--- config.mk ---
export PLATFORM = sky130hd
export DESIGN_NAME = irq_pending_ctrl
export DESIGN_NICKNAME = d
export VERILOG_FILES = /design/src/rtl/irq_pkg.sv /design/src/rtl/irq_pending_ctrl_encoder.sv /design/src/rtl/irq_pending_ctrl.sv
export SDC_FILE = /design/constraint.sdc
export NUM_CORES = 1
export LEC_CHECK = 0
export ABC_AREA = 1
export BUFFER_PORTS_ARGS = -buffer_cell sky130_fd_sc_hd__buf_2
export CORE_MARGIN = 2
export CORE_UTILIZATION = 45
export DETAILED_ROUTE_END_ITERATION = 10
export PLACE_DENSITY = 0.73
export SLEW_MARGIN = 10
export SYNTH_ARGS = -nofsm -noshare
export SYNTH_HDL_FRONTEND = slang
export SYNTH_HIERARCHICAL = 1
export SYNTH_SLANG_ARGS = --single-unit
--- constraint.sdc ---
create_clock -name clk -period 1 [get_ports clk]
set_input_delay 0.25 -clock clk [delete_from_list [all_inputs] [get_ports clk]]
set_output_delay 0.25 -clock clk [all_outputs]
set_load 0.03 [all_outputs]
--- src/rtl/irq_pkg.sv ---
// Shared types and constants for the four-line interrupt pending controller.
package irq_pkg;
  localparam int N_REQ = 4;
  localparam int ID_W  = 2;

  typedef enum logic {IDLE, PRESENT} irq_state_t;

  function automatic logic [N_REQ-1:0] id_onehot(input logic [ID_W-1:0] id);
    logic [N_REQ-1:0] v;
    v     = '0;
    v[id] = 1'b1;
    return v;
  endfunction
endpackage

--- src/rtl/irq_pending_ctrl_encoder.sv ---
// 4-to-2 priority encoder, Y[3] highest; combinational, A=0 when Y is empty.
module encoder (
  input  logic [3:0] Y,
  output logic [1:0] A
);
  always_comb begin
    A = 2'd0;
    if (Y[3])      A = 2'd3;
    else if (Y[2]) A = 2'd2;
    else if (Y[1]) A = 2'd1;
  end
endmodule

--- src/rtl/irq_pending_ctrl.sv ---
// Captures 4 request lines into a pending vector and presents the highest unmasked one.
// Latency: req to irq_valid 2 edges; a presented id is held until irq_ack, one grant per 2 cycles.
module irq_pending_ctrl
  import irq_pkg::*;
#(
  parameter logic EDGE = 1'b1
) (
  input  logic             clk,
  input  logic             rst,
  input  logic [N_REQ-1:0] req,
  input  logic [N_REQ-1:0] mask,
  input  logic             irq_ack,
  input  logic             clr_ovf,
  output logic             irq_valid,
  output logic [ID_W-1:0]  irq_id,
  output logic [N_REQ-1:0] pending,
  output logic [N_REQ-1:0] ovf
);
  logic [N_REQ-1:0] req_d_q, req_d_d;
  logic [N_REQ-1:0] pending_q, pending_d;
  logic [N_REQ-1:0] ovf_q, ovf_d;
  logic [ID_W-1:0]  irq_id_q, irq_id_d;
  logic             irq_valid_q, irq_valid_d;
  irq_state_t       state_q, state_d;

  logic [N_REQ-1:0] set_vec, clr_vec, masked;
  logic [ID_W-1:0]  enc_id;

  assign masked = pending_q & ~mask;

  encoder u_encoder (
    .Y (masked),
    .A (enc_id)
  );

  // Set is OR'd in after the clear, so an event landing on the acked line survives.
  always_comb begin
    req_d_d   = req;
    set_vec   = EDGE ? (req & ~req_d_q) : req;
    clr_vec   = (irq_valid_q && irq_ack) ? id_onehot(irq_id_q) : '0;
    pending_d = (pending_q & ~clr_vec) | set_vec;
    ovf_d     = (clr_ovf ? '0 : ovf_q) | (EDGE ? (set_vec & pending_q & ~clr_vec) : '0);
  end

  always_comb begin
    state_d     = state_q;
    irq_id_d    = irq_id_q;
    irq_valid_d = irq_valid_q;
    case (state_q)
      IDLE: begin
        if (|masked) begin
          irq_id_d    = enc_id;
          irq_valid_d = 1'b1;
          state_d     = PRESENT;
        end
      end
      PRESENT: begin
        if (irq_ack) begin
          irq_valid_d = 1'b0;
          state_d     = IDLE;
        end
      end
      default: state_d = IDLE;
    endcase
  end

  // req_d tracks req even in reset so lines held high through reset give no edge.
  always_ff @(posedge clk) begin
    req_d_q <= req_d_d;
    if (rst) begin
      pending_q   <= '0;
      ovf_q       <= '0;
      irq_id_q    <= '0;
      irq_valid_q <= 1'b0;
      state_q     <= IDLE;
    end else begin
      pending_q   <= pending_d;
      ovf_q       <= ovf_d;
      irq_id_q    <= irq_id_d;
      irq_valid_q <= irq_valid_d;
      state_q     <= state_d;
    end
  end

  assign irq_valid = irq_valid_q;
  assign irq_id    = irq_id_q;
  assign pending   = pending_q;
  assign ovf       = ovf_q;
endmodule

# After elaboration in Yosys (flattened, before gate mapping)
# Index checks and enable logic that the tools add are counted.
# W data, S select, Z words.
totals:
  reg_bits: 16
  latchBits: 0
  ramBits: 0
  mem_bits_ro: 0
  output_inout_bits: 11
  elab_cells: 39
  memories: 0
classes:
  add_sub_neg: 0
  mul: 0
  div: 0
  order_cmp: 2
  n_eq_ne: 2
  shift: 0
  mux: 13
  bitwise: 11
  n_reduce_logical: 5
op_table:
  columns: ["op", "count"]
  rows:
  - ["$and A4 B4 Y4", 5]
  - ["$not A4 Y4", 3]
  - ["$mux W4", 2]
  - ["$or A4 B4 Y4", 2]
  - ["$mux W1", 6]
  - ["$mux W2", 2]
  - ["$ne A2 B2 Y1 const B", 2]
  - ["$pmux W1 S2", 2]
  - ["$reduce_and A2 Y1", 2]
  - ["$reduce_or A4 Y1", 1]
  - ["$lt A2 B3 Y1 const B", 1]
  - ["$demux W1 S2", 1]
  - ["$ge A2 B1 Y1 const B", 1]
  - ["$logic_and A1 B1 Y1", 2]
  - ["$not A1 Y1", 1]

# Depth between registers and ports, before layout
depth:
  depth_word: 8
  ltp_mapped: 10
  depth_no_buf: 10

# By module
# Netlist, hierarchy kept.
modules_own_cells:
  columns: ["mod", "n_inst", "cells_each", "area_per_inst_um2", "seq_area_each_um2"]
  rows:
  - ["irq_pending_ctrl", 1, 90, 640.6, 320.3]
  - ["encoder", 1, 5, 18.8, 0.0]

# Worst setup path after synthesis
# Ideal clock, no wire load.
synth_path:
  kind: "register to register"
  start: "reg pending_q[2] (netlist: pending[2])"
  end: "reg irq_id_q[0] (netlist: irq_id[0])"
  setup_ns: 0.114
  arrival_time_ns: 1.006
  required_ns: 0.886
  slack_ns: -0.119
  path_stages_with_launch: 10
  cell_sequence: "dfxtp_1 -> nand2_1 -> inv_1 -> inv_1 -> nand2_1 -> nand2_1 -> inv_1 -> nand3_1 -> nand2_1 -> nor2_1"
synth_via:
  elab_chain_len: 3
  word_cells_on_any_way: 5
  classes_between: "2 x mux; 1 x bitwise; 2 x reduce/logical"
synth_rtl:
  columns: ["element", "line_no", "rtl"]
  rows:
  - ["from (decl)", "irq_pending_ctrl.sv:20", "logic [N_REQ-1:0] pending_q, pending_d;"]
  - ["from (signal assigned)", "irq_pending_ctrl.sv:77", "pending_q <= pending_d;"]
  - ["$and A4 B4 Y4", "irq_pending_ctrl.sv:29", "assign masked = pending_q & ~mask;"]
  - ["via masked[2]", "irq_pending_ctrl.sv:26", "logic [N_REQ-1:0] set_vec, clr_vec, masked;"]
  - ["$mux W2", "irq_pending_ctrl_encoder.sv:9", "else if (Y[2]) A = 2'd2;"]
  - ["$mux W2", "irq_pending_ctrl_encoder.sv:8", "if (Y[3]) A = 2'd3;"]
  - ["via enc_id[0]", "irq_pending_ctrl.sv:27", "logic [ID_W-1:0] enc_id;"]
  - ["to (signal assigned)", "irq_pending_ctrl.sv:79", "irq_id_q <= irq_id_d;"]
  - ["to (decl)", "irq_pending_ctrl.sv:22", "logic [ID_W-1:0] irq_id_q, irq_id_d;"]
# The timed path passes the listed nets, and every way through them passes these cells.
# A chain may end at the register's enable or synchronous reset.

# Final worst setup path
layout_path:
  start: "reg pending_q[1] (netlist: pending[1])"
  end: "out pending[1]"
layout_rtl:
  columns: ["element", "line_no", "rtl"]
  rows:
  - ["to (decl)", "irq_pending_ctrl.sv:16", "output logic [N_REQ-1:0] pending,"]
# No word-level cell between the ends.

==> impl_metrics.tcl <==
set metrics [dict create \
    min_period_over_period_pct 104 \
    grt_start_max_net_pins 10 \
    global_route.overflow_total 0 \
    clock_sink_count 16 \
    critPathSlowestCell "sky130_fd_sc_hd__dfxtp_4" \
    clk_latency_ns 0.28 \
    max-slew-margin-rel_pct 90.4 \
    core_area_um2 1330 \
    total_leakage_power_nw 0.526 \
    min_period_ns 1.04 \
    placement.setup.worst_slack_ns 0.0248 \
    ff2ff_setup_slack_ns 0.03 \
    vias_per_cell 4.76 \
    syn2layout_area_growth_pct 51.1 \
    final.fill_count 119 \
    detail_route.first_pass.iterations 4 \
    drt-total-wl_mm 1.46 \
    multi_input_area_um2 259 \
    crit_path_max_fanout 4 \
    final.hold.worst_slack_ns 0.0886 \
    cp_data_required_time_ns 0.75 \
    timing.clock.skew_ns 0.00111 \
    maxCapViolations 0 \
    placement_rows 13 \
    floorplan.die.height_um 42.2 \
    layoutNonFillerInstCount 143 \
    vias 680 \
    hpwl_mm 1.05 \
    rsz0062_at_grt "yes" \
    hold_class "in -> reg" \
    worstPathCellList "buf_6" \
    timing.final.setup_violations 8 \
    peakVddDrop_mv 1.03 \
    cts-htree-levels 1 \
    critical_path_class "reg -> out" \
    report.final.hold_viol_count 0 \
    num-nets-final 141 \
    cp_data_arrival_time_ns 0.79 \
    utilization_pct 74.3 \
    detail-route-antenna-nets 0 \
    antenna_cells_inserted 0 \
    synthesis.yosys.warnings 6 \
    die_w_um 42.2 \
    total_power_mw 1.48 \
    use_met2_pct 28.6 \
    detail_route.drc_violations 0 \
    post-place-cells 131 \
    cp_top_family "flip-flops" \
    design.die.area_um2 1780 \
    design.portCount 23 \
    syn-mean-instance-area_um2 6.97 \
    busiest_layer "met2" \
    cts_max_path_buffers 2 \
    timing_max_transition_violations_final 0 \
    cp_num_buf_inv 1 \
    cp-start-kind "register" \
    wire_per_inst_um 10.2 \
    violations "negative setup slack" \
    final_layout_size_suffix_gt1_share_pct 43.8 \
    globalRouteTotalUtil_pct 18.3 \
    number_of_antenna_violations_at_the_first_check_in_global_routing 0 \
    tritoncts "done" \
    cts-buffers-inserted 3 \
    dr.first_iter.drc_count 7 \
    floorplan.initialDensity_pct 49.2 \
    global_route_wire_length_before_repair_mm 2.50 \
    place_congestion 0.804 \
    groute.layer.met1.usage_pct 23.4 \
    final-seq-area_um2 344 \
    cts_root_buf "sky130_fd_sc_hd__clkbuf_4" \
    synth_nets 106 \
    grt_pass1_vias 600 \
    worst_pin_slew_ns 0.144 \
    global_route.usage.met3_pct 4.31 \
    power.density_nw_per_um2 1490 \
    numPortBuffers 22 \
    maximum_cell_stage_delay_along_the_critical_path_ns 0.38 \
    post_synthesis_cell_area_um2 656 \
    setup_ws_ns -0.0442 \
    gate_count_after_technology_mapping 94 \
    critical_path.endpoint_type "output pin" \
    fmaxAchievable_mhz 958 \
    outcome "finished, violations left" \
    clk_transition_reported_paths_ns 0.09 \
]
-- power by group --
part / total, mW / switching (mW) / internal, mW
clock: 0.426 / 0.205 / 0.222
combinational: 0.336 / 0.189 / 0.147
sequential: 0.719 / 0.0340 / 0.685
total: 1.48 / 0.428 / 1.05
-- per-stage QoR --
| stage | instance area (µm²) | setup TNS, ns |
|---|---|---|
| after global routing | 991 | -0.618 |
| after floorplan | 662 | 0 |
| final | 991 | -0.198 |
| after detailed placement | 793 | 0 |
| after global placement | 793 | 0 |
| after CTS | 941 | -0.309 |
-- path summary, 6_finish.rpt --
path	depth (start not counted)	endpoint	startpoint
setup / recovery	1	pending[1]	pending[1]$_SDFF_PP0_
hold / removal	1	req_d_q[1]$_DFF_P_	req[1]
setup reg to reg	6	irq_id[0]$_SDFFE_PP0P_	pending[1]$_SDFF_PP0_
hold reg to reg	2	pending[0]$_SDFF_PP0_	pending[0]$_SDFF_PP0_
-- cell type report --
| cell class | instances | area share (%) |
|---|---|---|
| clock buffer | 4 | 3.66 |
| inverter | 23 | 8.71 |
| multi-input combinational | 54 | 26.1 |
| sequential | 16 | 34.7 |
| tap | 15 | 1.89 |
| timing repair buffer | 31 | 24.9 |
-- routing by layer --
layer  wire length (µm)  vias to the layer above  share of wire [%]
met5                  0                        -                  0
met3                 77                        2                5.3
li1                   -                      352                  -
met2                693                       22                 48
met4                 12                        0               0.82
met1                674                      304                 46
-- cell usage in the layout, fill, tap and decap left out --
cell type	instances
sky130_fd_sc_hd__nand2_1	22
sky130_fd_sc_hd__inv_1	21
sky130_fd_sc_hd__buf_2	11
sky130_fd_sc_hd__buf_6	11
sky130_fd_sc_hd__a21oi_1	9
sky130_fd_sc_hd__buf_4	9
sky130_fd_sc_hd__dfxtp_2	7
sky130_fd_sc_hd__nor2_1	6
sky130_fd_sc_hd__nand2_2	5
sky130_fd_sc_hd__nand3_1	5
sky130_fd_sc_hd__dfxtp_1	5
sky130_fd_sc_hd__nand4_1	4
sky130_fd_sc_hd__dfxtp_4	4
sky130_fd_sc_hd__clkbuf_4	3
sky130_fd_sc_hd__inv_2	2
sky130_fd_sc_hd__nor2_4	1
sky130_fd_sc_hd__nor2_2	1
sky130_fd_sc_hd__nand3_2	1
sky130_fd_sc_hd__clkbuf_8	1
-- repair_timing --
action                                 CTS  global route
hold buffers                             0             0
resized for setup                       30             8
endpoints found under the hold margin    0             0
setup endpoints to repair               11            15
pin swaps                                0             1
setup buffers                            4             4
-- flip-flops by register name (all words and copies together) (netlist names) --
| signal | count |
|---|---|
| irq_valid | 1 |
| pending | 4 |
| req_d_q | 4 |
| ovf | 4 |
| irq_id | 2 |
| state_q | 1 |
No activity file was read; power rests on OpenSTA's default activity.
